File: src/rtl/proto_pkg.sv
`default_nettype none
// ============================================================================
//  Module   : proto_pkg
//  Purpose  : Shared types and constants for the debug register-dump path.
//             Holds the dump FSM state type, the dump header byte and the
//             default UART bit period (100 MHz clock, 115200 baud).
//  Ports    : none (package)
//  Revision : 1.0  initial release
// ============================================================================
package proto_pkg;

  typedef enum logic [2:0] {
    IDLE  = 3'd0,
    LOAD  = 3'd1,
    START = 3'd2,
    DATA  = 3'd3,
    STOP  = 3'd4,
    DONE  = 3'd5
  } dump_state_t;

  localparam logic [7:0] DUMP_HEADER               = 8'hA5;
  localparam int         UART_DEFAULT_CLKS_PER_BIT = 868;

endpackage
`default_nettype wire

File: src/rtl/uart_tx_byte.sv
`default_nettype none
// ============================================================================
//  Module   : uart_tx_byte
//  Purpose  : 8N1 UART byte serializer. A one-cycle load captures a byte and
//             emits start bit, 8 data bits LSB first, and one stop bit, each
//             held CLKS_PER_BIT cycles.
//  Ports    : clk, rst        - clock, asynchronous active-high reset
//             load            - capture data and begin a frame (ignored if busy)
//             data[7:0]       - byte to send
//             busy            - frame in progress
//             frame_end       - high in the last cycle of the stop bit
//             tx              - serial line, idle high
//  Revision : 1.0  initial release
// ============================================================================
module uart_tx_byte
  import proto_pkg::*;
#(
  parameter int CLKS_PER_BIT = UART_DEFAULT_CLKS_PER_BIT
) (
  input  logic       clk,
  input  logic       rst,
  input  logic       load,
  input  logic [7:0] data,
  output logic       busy,
  output logic       frame_end,
  output logic       tx
);

  localparam int                CNT_W    = (CLKS_PER_BIT > 1) ? $clog2(CLKS_PER_BIT) : 1;
  localparam logic [CNT_W-1:0]  CNT_LAST = CNT_W'(CLKS_PER_BIT - 1);

  dump_state_t      state;
  logic [CNT_W-1:0] baud_cnt;
  logic [2:0]       bit_cnt;
  logic [7:0]       shreg;
  logic             baud_tick;

  assign baud_tick = (baud_cnt == CNT_LAST);
  assign busy      = (state != IDLE);
  // Lets the sequencer issue the next load on the same edge the stop bit
  // ends, so consecutive frames are separated only by the LOAD cycle.
  assign frame_end = (state == STOP) && baud_tick;

  always_ff @(posedge clk or posedge rst) begin
    if (rst) begin
      state    <= IDLE;
      baud_cnt <= '0;
      bit_cnt  <= '0;
      shreg    <= '0;
      tx       <= 1'b1;
    end else begin
      case (state)
        IDLE: begin
          tx <= 1'b1;
          if (load) begin
            shreg    <= data;
            baud_cnt <= '0;
            tx       <= 1'b0;
            state    <= START;
          end
        end
        START: begin
          if (baud_tick) begin
            baud_cnt <= '0;
            bit_cnt  <= '0;
            tx       <= shreg[0];
            state    <= DATA;
          end else begin
            baud_cnt <= baud_cnt + 1'b1;
          end
        end
        DATA: begin
          if (baud_tick) begin
            baud_cnt <= '0;
            if (bit_cnt == 3'd7) begin
              tx    <= 1'b1;
              state <= STOP;
            end else begin
              bit_cnt <= bit_cnt + 1'b1;
              shreg   <= shreg >> 1;
              tx      <= shreg[1];
            end
          end else begin
            baud_cnt <= baud_cnt + 1'b1;
          end
        end
        STOP: begin
          if (baud_tick) begin
            baud_cnt <= '0;
            state    <= IDLE;
          end else begin
            baud_cnt <= baud_cnt + 1'b1;
          end
        end
        default: begin
          tx    <= 1'b1;
          state <= IDLE;
        end
      endcase
    end
  end

endmodule
`default_nettype wire

File: src/rtl/reg_dump_tx.sv
`default_nettype none
// ============================================================================
//  Module   : reg_dump_tx
//  Purpose  : Debug readout. On a start pulse, sends a header byte followed by
//             every register-file entry (index 0..NUM_REGS-1) as 8N1 frames.
//             Reads through a shared combinational read port; never writes.
//  Ports    : clk, rst        - clock, asynchronous active-high reset
//             start           - dump request, sampled only when idle
//             rd_addr         - register file read address (= current index)
//             rd_data         - register file read data (combinational)
//             busy            - dump in progress, through the DONE cycle
//             done            - one-cycle pulse after the last stop bit
//             tx              - UART line, idle high
//  Revision : 1.0  initial release
// ============================================================================
module reg_dump_tx
  import proto_pkg::*;
#(
  parameter int CLKS_PER_BIT = UART_DEFAULT_CLKS_PER_BIT,
  parameter int NUM_REGS     = 16,
  parameter int ADDR_W       = 4,
  parameter int DATA_W       = 8
) (
  input  logic              clk,
  input  logic              rst,
  input  logic              start,
  output logic [ADDR_W-1:0] rd_addr,
  input  logic [DATA_W-1:0] rd_data,
  output logic              busy,
  output logic              done,
  output logic              tx
);

  localparam logic [ADDR_W-1:0] LAST_IDX = ADDR_W'(NUM_REGS - 1);

  dump_state_t       state;
  logic [ADDR_W-1:0] idx;
  logic              hdr;
  logic              ser_load;
  logic              ser_busy;
  logic              ser_frame_end;
  logic [7:0]        ser_data;

  assign rd_addr  = idx;
  // The register value is captured by the serializer at the edge ending LOAD.
  assign ser_data = hdr ? DUMP_HEADER : rd_data;
  assign ser_load = (state == LOAD) && !ser_busy;

  uart_tx_byte #(
    .CLKS_PER_BIT (CLKS_PER_BIT)
  ) u_ser (
    .clk       (clk),
    .rst       (rst),
    .load      (ser_load),
    .data      (ser_data),
    .busy      (ser_busy),
    .frame_end (ser_frame_end),
    .tx        (tx)
  );

  // START here stands for "frame in flight"; the serializer tracks the
  // detailed START/DATA/STOP phases itself.
  always_ff @(posedge clk or posedge rst) begin
    if (rst) begin
      state <= IDLE;
      idx   <= '0;
      hdr   <= 1'b0;
      busy  <= 1'b0;
      done  <= 1'b0;
    end else begin
      case (state)
        IDLE: begin
          done <= 1'b0;
          if (start) begin
            idx   <= '0;
            hdr   <= 1'b1;
            busy  <= 1'b1;
            state <= LOAD;
          end
        end
        LOAD: begin
          state <= START;
        end
        START: begin
          if (ser_frame_end) begin
            if (hdr) begin
              hdr   <= 1'b0;
              state <= LOAD;
            end else if (idx < LAST_IDX) begin
              idx   <= idx + 1'b1;
              state <= LOAD;
            end else begin
              done  <= 1'b1;
              state <= DONE;
            end
          end
        end
        DONE: begin
          done  <= 1'b0;
          busy  <= 1'b0;
          state <= IDLE;
        end
        default: begin
          state <= IDLE;
        end
      endcase
    end
  end

endmodule
`default_nettype wire
File: config.mk
export PLATFORM = sky130hd
export DESIGN_NAME = reg_dump_tx
export DESIGN_NICKNAME = d
export VERILOG_FILES = /design/src/rtl/proto_pkg.sv /design/src/rtl/uart_tx_byte.sv /design/src/rtl/reg_dump_tx.sv
export SDC_FILE = /design/constraint.sdc
export NUM_CORES = 1
export LEC_CHECK = 0
export CAP_MARGIN = 20
export CORE_MARGIN = 2
export CORE_UTILIZATION = 52
export DETAILED_ROUTE_END_ITERATION = 10
export PLACE_DENSITY = 0.76
export SKIP_CTS_REPAIR_TIMING = 1
export SYNTH_ARGS = -nofsm -noshare
export SYNTH_HDL_FRONTEND = slang
export SYNTH_SLANG_ARGS = --single-unit
File: constraint.sdc
create_clock -name clk -period 1.9 [get_ports clk]
set_clock_uncertainty 0.05 [all_clocks]
set_input_delay 0.19 -clock clk [delete_from_list [all_inputs] [get_ports clk]]
set_output_delay 0.19 -clock clk [all_outputs]
set_load 0.005 [all_outputs]
# --- Word level (Yosys, flattened, before mapping) ---
# Index checks and enable logic that the tools add are counted.
# W data, S select, Z words.
classes:
  n_addsub: 3
  order_cmp: 1
  eq_ne: 19
  mux: 40
  bitwise: 1
  n_reduce_logical: 24
ops:
  columns: ["operator", "n"]
  rows:
  - ["$mux W3", 11]
  - ["$mux W8", 4]
  - ["$mux W10", 2]
  - ["$pmux W10 S2", 1]
  - ["$mux W4", 4]
  - ["$pmux W8 S2", 1]
  - ["$ne A2 B2 Y1 const B", 7]
  - ["$pmux W3 S4", 1]
  - ["$reduce_and A4 Y1", 3]
  - ["$reduce_bool A2 Y1", 6]
  - ["$add A10 B1 Y10 const B", 1]
  - ["$eq A10 B10 Y1 const B", 1]
  - ["$reduce_and A5 Y1", 2]
  - ["$eq A3 B2 Y1 const B", 3]
  - ["$eq A3 B3 Y1 const B", 3]
  - ["$mux W1", 9]
  - ["$pmux W3 S3", 1]
  - ["$ne A2 B1 Y1 const B", 4]
  - ["$pmux W4 S2", 1]
  - ["$logic_not A3 Y1", 2]
  - ["$pmux W1 S2", 3]
  - ["$pmux W3 S2", 1]
  - ["$reduce_and A2 Y1", 3]
  - ["$reduce_and A3 Y1", 2]
  - ["other kinds (11)", 12]
word_totals:
  reg_bits: 35
  inputBits: 11
  out_inout_bits: 7

# --- Depth between registers and ports, before layout ---
logic_depth:
  ltp_word: 5
  mapped_depth: 6
  ltp_nobuf: 5

# --- Modules after synthesis ---
# A second synthesis with hierarchy kept.
hier_totals:
  hier_cells: 207
  hier_area_um2: 2054.5
by_module_without_submodules:
  columns: ["module", "instances", "cells_per_inst", "area_each_um2"]
  rows:
  - ["uart_tx_byte", 1, 143, 1448.9]
  - ["reg_dump_tx", 1, 64, 605.6]

# --- Worst setup path before layout ---
# No wires, ideal clock.
synth_timing:
  path_kind: "flip-flop to flip-flop"
  startpoint: "register u_ser.bit_cnt[0]"
  endpoint: "register u_ser.shreg[1]"
  t_arrival_ns: 1.648
  path_slack_ns: 0.077
  stages_incl_launch_ff: 7
  period_less_slack_ns: 1.823
  cell_sequence: "dfrtp_1 ha_1 ha_1 clkbuf_1 o31a_1 buf_6 mux2_4"
synth_via:
  elab_chain_len: 3
synth_rtl:
  columns: ["element", "line_no", "text"]
  rows:
  - ["from (decl)", "uart_tx_byte.sv:34", "logic [2:0] bit_cnt;"]
  - ["from (signal assigned)", "uart_tx_byte.sv:79", "bit_cnt <= bit_cnt + 1'b1;"]
  - ["$eq A3 B3 Y1", "uart_tx_byte.sv:75", "if (bit_cnt == 3'd7) begin"]
  - ["$ne A2 B2 Y1 (no source line)", null, null]
  - ["$reduce_and A4 Y1 (no source line)", null, null]
  - ["to (signal assigned)", "uart_tx_byte.sv:56", "shreg <= data;"]
  - ["to (signal assigned)", "uart_tx_byte.sv:80", "shreg <= shreg >> 1;"]
  - ["to (decl)", "uart_tx_byte.sv:35", "logic [7:0] shreg;"]
# Every way passes these cells.
# A chain may end at the register's enable or synchronous reset.

# --- Worst setup path after layout ---
layout_timing:
  startpoint: "register u_ser.baud_cnt[7]"
  endpoint: "register u_ser.shreg[4]"
layout_via:
  elab_chain_len: 3
layout_rtl:
  columns: ["element", "line_no", "text"]
  rows:
  - ["from (decl)", "uart_tx_byte.sv:33", "logic [CNT_W-1:0] baud_cnt;"]
  - ["from (signal assigned)", "uart_tx_byte.sv:69", "baud_cnt <= baud_cnt + 1'b1;"]
  - ["from (signal assigned)", "uart_tx_byte.sv:84", "baud_cnt <= baud_cnt + 1'b1;"]
  - ["from (signal assigned)", "uart_tx_byte.sv:92", "baud_cnt <= baud_cnt + 1'b1;"]
  - ["$eq A10 B10 Y1", "uart_tx_byte.sv:38", "assign baud_tick = (baud_cnt == CNT_LAST);"]
  - ["$ne A2 B1 Y1 (no source line)", null, null]
  - ["$reduce_and A4 Y1 (no source line)", null, null]
# Every way passes these cells.

==> flow_summary.yaml <==
route:
  post_drt_via_cell_ratio: 5.96
  wl_per_cell_um: 15.0
  wl_mm: 4.40
  drt.antenna.violating_nets: 0
  dr.pass1.iters: 4
  vias: 1751
  first_iter_violations: 155
  drc: 0
logic_synthesis:
  ys.flop_type: "dfrtp_1"
  ys_warn_count: 0
  ys_async_sr_fraction: 1.00
  synth_nets: 233
  ys_seq_elements: 35
  ys_types: 46
  syn_inst: 218
  avgSynthCellArea_um2: 9.42
  syn_area_um2: 2050
  yosysSeqAreaShare: 0.427
  synth-edff-count: 0
clock_tree:
  clock_sinks: 35
  clockBufferDepth: 2
  cts_tree: "done"
  cts_root_buf: "clkbuf_8"
  clk_latency_ns: 0.28
  path_clk_slew_ns: 0.07
  htree_levels: 2
  cts_buffers: 5
place:
  gp_congestion: 0.864
  dp_slack_ns: 0.0708
  portBuffers: 17
  place_area_um2: 2340
  place_hpwl_mm: 3.03
worst_setup_path:
  cp.required_ns: 2.02
  reg2reg_slack_ns: 0.12
  reg2reg_depth: 4
  endpoint_kind: "flip-flop"
  timing.rr.end: "u_ser.shreg[4]$_DFFE_PP0P_"
  crit_arrival_ns: 1.90
  start_kind: "flip-flop"
  crit_path_max_fanout: 7
  reg2reg_from: "u_ser.baud_cnt[7]$_DFFE_PP0P_"
  crit_type: "flip-flop to flip-flop"
power:
  p_leak_nw: 1.11
  power_density_nw_per_um2: 599
  ir_drop_uv: 356
sta:
  setup_slack_ns: 0.119
  slew_viol_final: 0
  rsz0062_at_grt: "false"
  fin_crit_sh: 0.937
  setup_viol: 0
  period_needed_ns: 1.78
  fmax_ghz: 0.561
  worst_slew_pin_slew_ns: 0.483
  fin_tns_setup_ns: 0
  hold_viol_final: 0
  relSlewSlack: 0.677
  whs_ns: 0.264
finish:
  register_area_um2: 877
  area_delta_synth_final_pct: 20.0
  drive_above_1_share: 0.175
  fill_cells: 317
  fin_util: 0.663
  multi_input_area_um2: 1070
  final_area_um2: 2460
  nNetsFinal: 260
  antennaDiodeCount: 0
die:
  boundaryPins: 18
  std_cell_rows: 22
  die_x_um: 66.8
  start_util: 0.553
  die_area_um2: 4470
  die_h_um: 66.8
  coreArea_um2: 3720
grt:
  grt_max_degree: 36
  grt_overflow: 0
  grt_use_total: 0.228
  antenna_found_initial: 0
  grt_pass1_wl_mm: 7.67
  grt_pass1_vias: 1721
flow_run:
  cap_violations: 0
min_path:
  hp-class: "primary input to async pin"
run_status:
  run_status: "complete, no violations"
state kept, by name (all words and copies together) (netlist names):
name	count
busy	1
done	1
u_ser.baud_cnt	10
rd_addr	4
state	3
u_ser.tx	1
u_ser.shreg	8
hdr	1
u_ser.bit_cnt	3
u_ser.state	3
per-layer routing:
metal | track usage | routed length [um]
met5 | 0 | 0
met4 | 0.0893 | 41
met3 | 0.0591 | 195
met2 | 0.360 | 2080
met1 | 0.300 | 2080
synth_stat cells (all sizes together), types with 3 or more instances:
master,n,area [um2]
o31ai,4,35.0
nand2,25,96.4
nand2b,7,43.8
ha,4,50.1
o21ai,15,75.1
o31a,3,26.3
inv,8,30.0
nor3b,3,43.8
a2bb2oi,3,26.3
nand4,10,62.6
nor2,14,52.6
nand3,14,75.1
buf,9,57.6
mux2,5,71.3
o2111ai,3,26.3
o311ai,3,26.3
o211ai,4,30.0
nand3b,6,45.0
mux2i,5,50.1
dfrtp,34,851
a21oi,8,40.0
clkbuf,6,22.5
layout by cell type, fill, tap and decap left out, types with 2 or more instances in the layout:
cell type         n
nor2_1           14
o311ai_0          3
nor2b_1           2
a2bb2oi_1         3
mux2i_1           5
and3_1            2
clkdlybuf4s50_1  17
o2111ai_1         3
and4_1            2
nand3_1          13
o31ai_1           3
a22oi_1           2
nand4_1          10
o21ai_0          15
ha_1              4
nand2_1          24
nand3b_1          6
a21oi_1           8
dfrtp_1          34
or3b_2            2
o2bb2ai_1         2
buf_4            18
nand2b_1          7
clkbuf_8          6
o31a_1            2
a32o_1            2
inv_1             8
mux2_4            4
o211ai_1          4
nor3b_4           2
cell type report:
class,instances,share of cell area
flip-flops and latches,35,0.356
inverters,8,0.0122
clock inverters,2,0.0142
clock buffers,6,0.0335
well taps,48,0.0244
multi-input cells,160,0.436
repair buffers,35,0.124
critical path, stage by stage (launching register included):
cell	delay, ns
dfrtp_1	0.44
and4bb_2	0.34
nand3_2	0.09
o31a_2	0.44
mux2_4	0.32
through the flow:
step	power (mW)	instances
after floorplan	0.770	218
after global placement	0.798	286
after detailed placement	0.798	286
after CTS	1.49	294
after global routing	1.53	294
final	1.48	294
worst max-delay path by stage:
stage | start | to | slack [ns] | cells past startpoint
3_3_place_gp | u_ser.baud_cnt[0]$_DFFE_PP0P_ | u_ser.shreg[4]$_DFFE_PP0P_ | 0.11 | 5
4_1_cts | u_ser.baud_cnt[0]$_DFFE_PP0P_ | u_ser.shreg[2]$_DFFE_PP0P_ | 0.05 | 6
2_1_floorplan | u_ser.bit_cnt[0]$_DFFE_PP0P_ | u_ser.shreg[1]$_DFFE_PP0P_ | 0.08 | 6
5_1_grt | u_ser.state[1]$_DFFE_PP0P_ | u_ser.baud_cnt[8]$_DFFE_PP0P_ | 0.004 | 3
6_report | u_ser.baud_cnt[7]$_DFFE_PP0P_ | u_ser.shreg[4]$_DFFE_PP0P_ | 0.12 | 4
3_5_place_dp | u_ser.baud_cnt[0]$_DFFE_PP0P_ | u_ser.shreg[2]$_DFFE_PP0P_ | 0.07 | 6
cell families (layout without fill, tap and decap cells):
group                      after synthesis  after routing  share of synthesized area
DFF                                     35             35                      0.427
AOI/OAI and AO/OA                       53             53                      0.180
and+or+nand+nor                         92             92                      0.252
muxes                                   10             10                     0.0591
adders and majority gates                4              4                     0.0244
buffers and inverters                   23             51                     0.0536
xor gates and xnor gates                 1              1                    0.00427
power breakdown:
part / switching [mW] / internal (mW)
clock network: 0.268 / 0.424
registers: 0 / 0.745
logic: 0.0187 / 0.0195
total: 0.287 / 1.19
(Power assumes the default switching activity.)
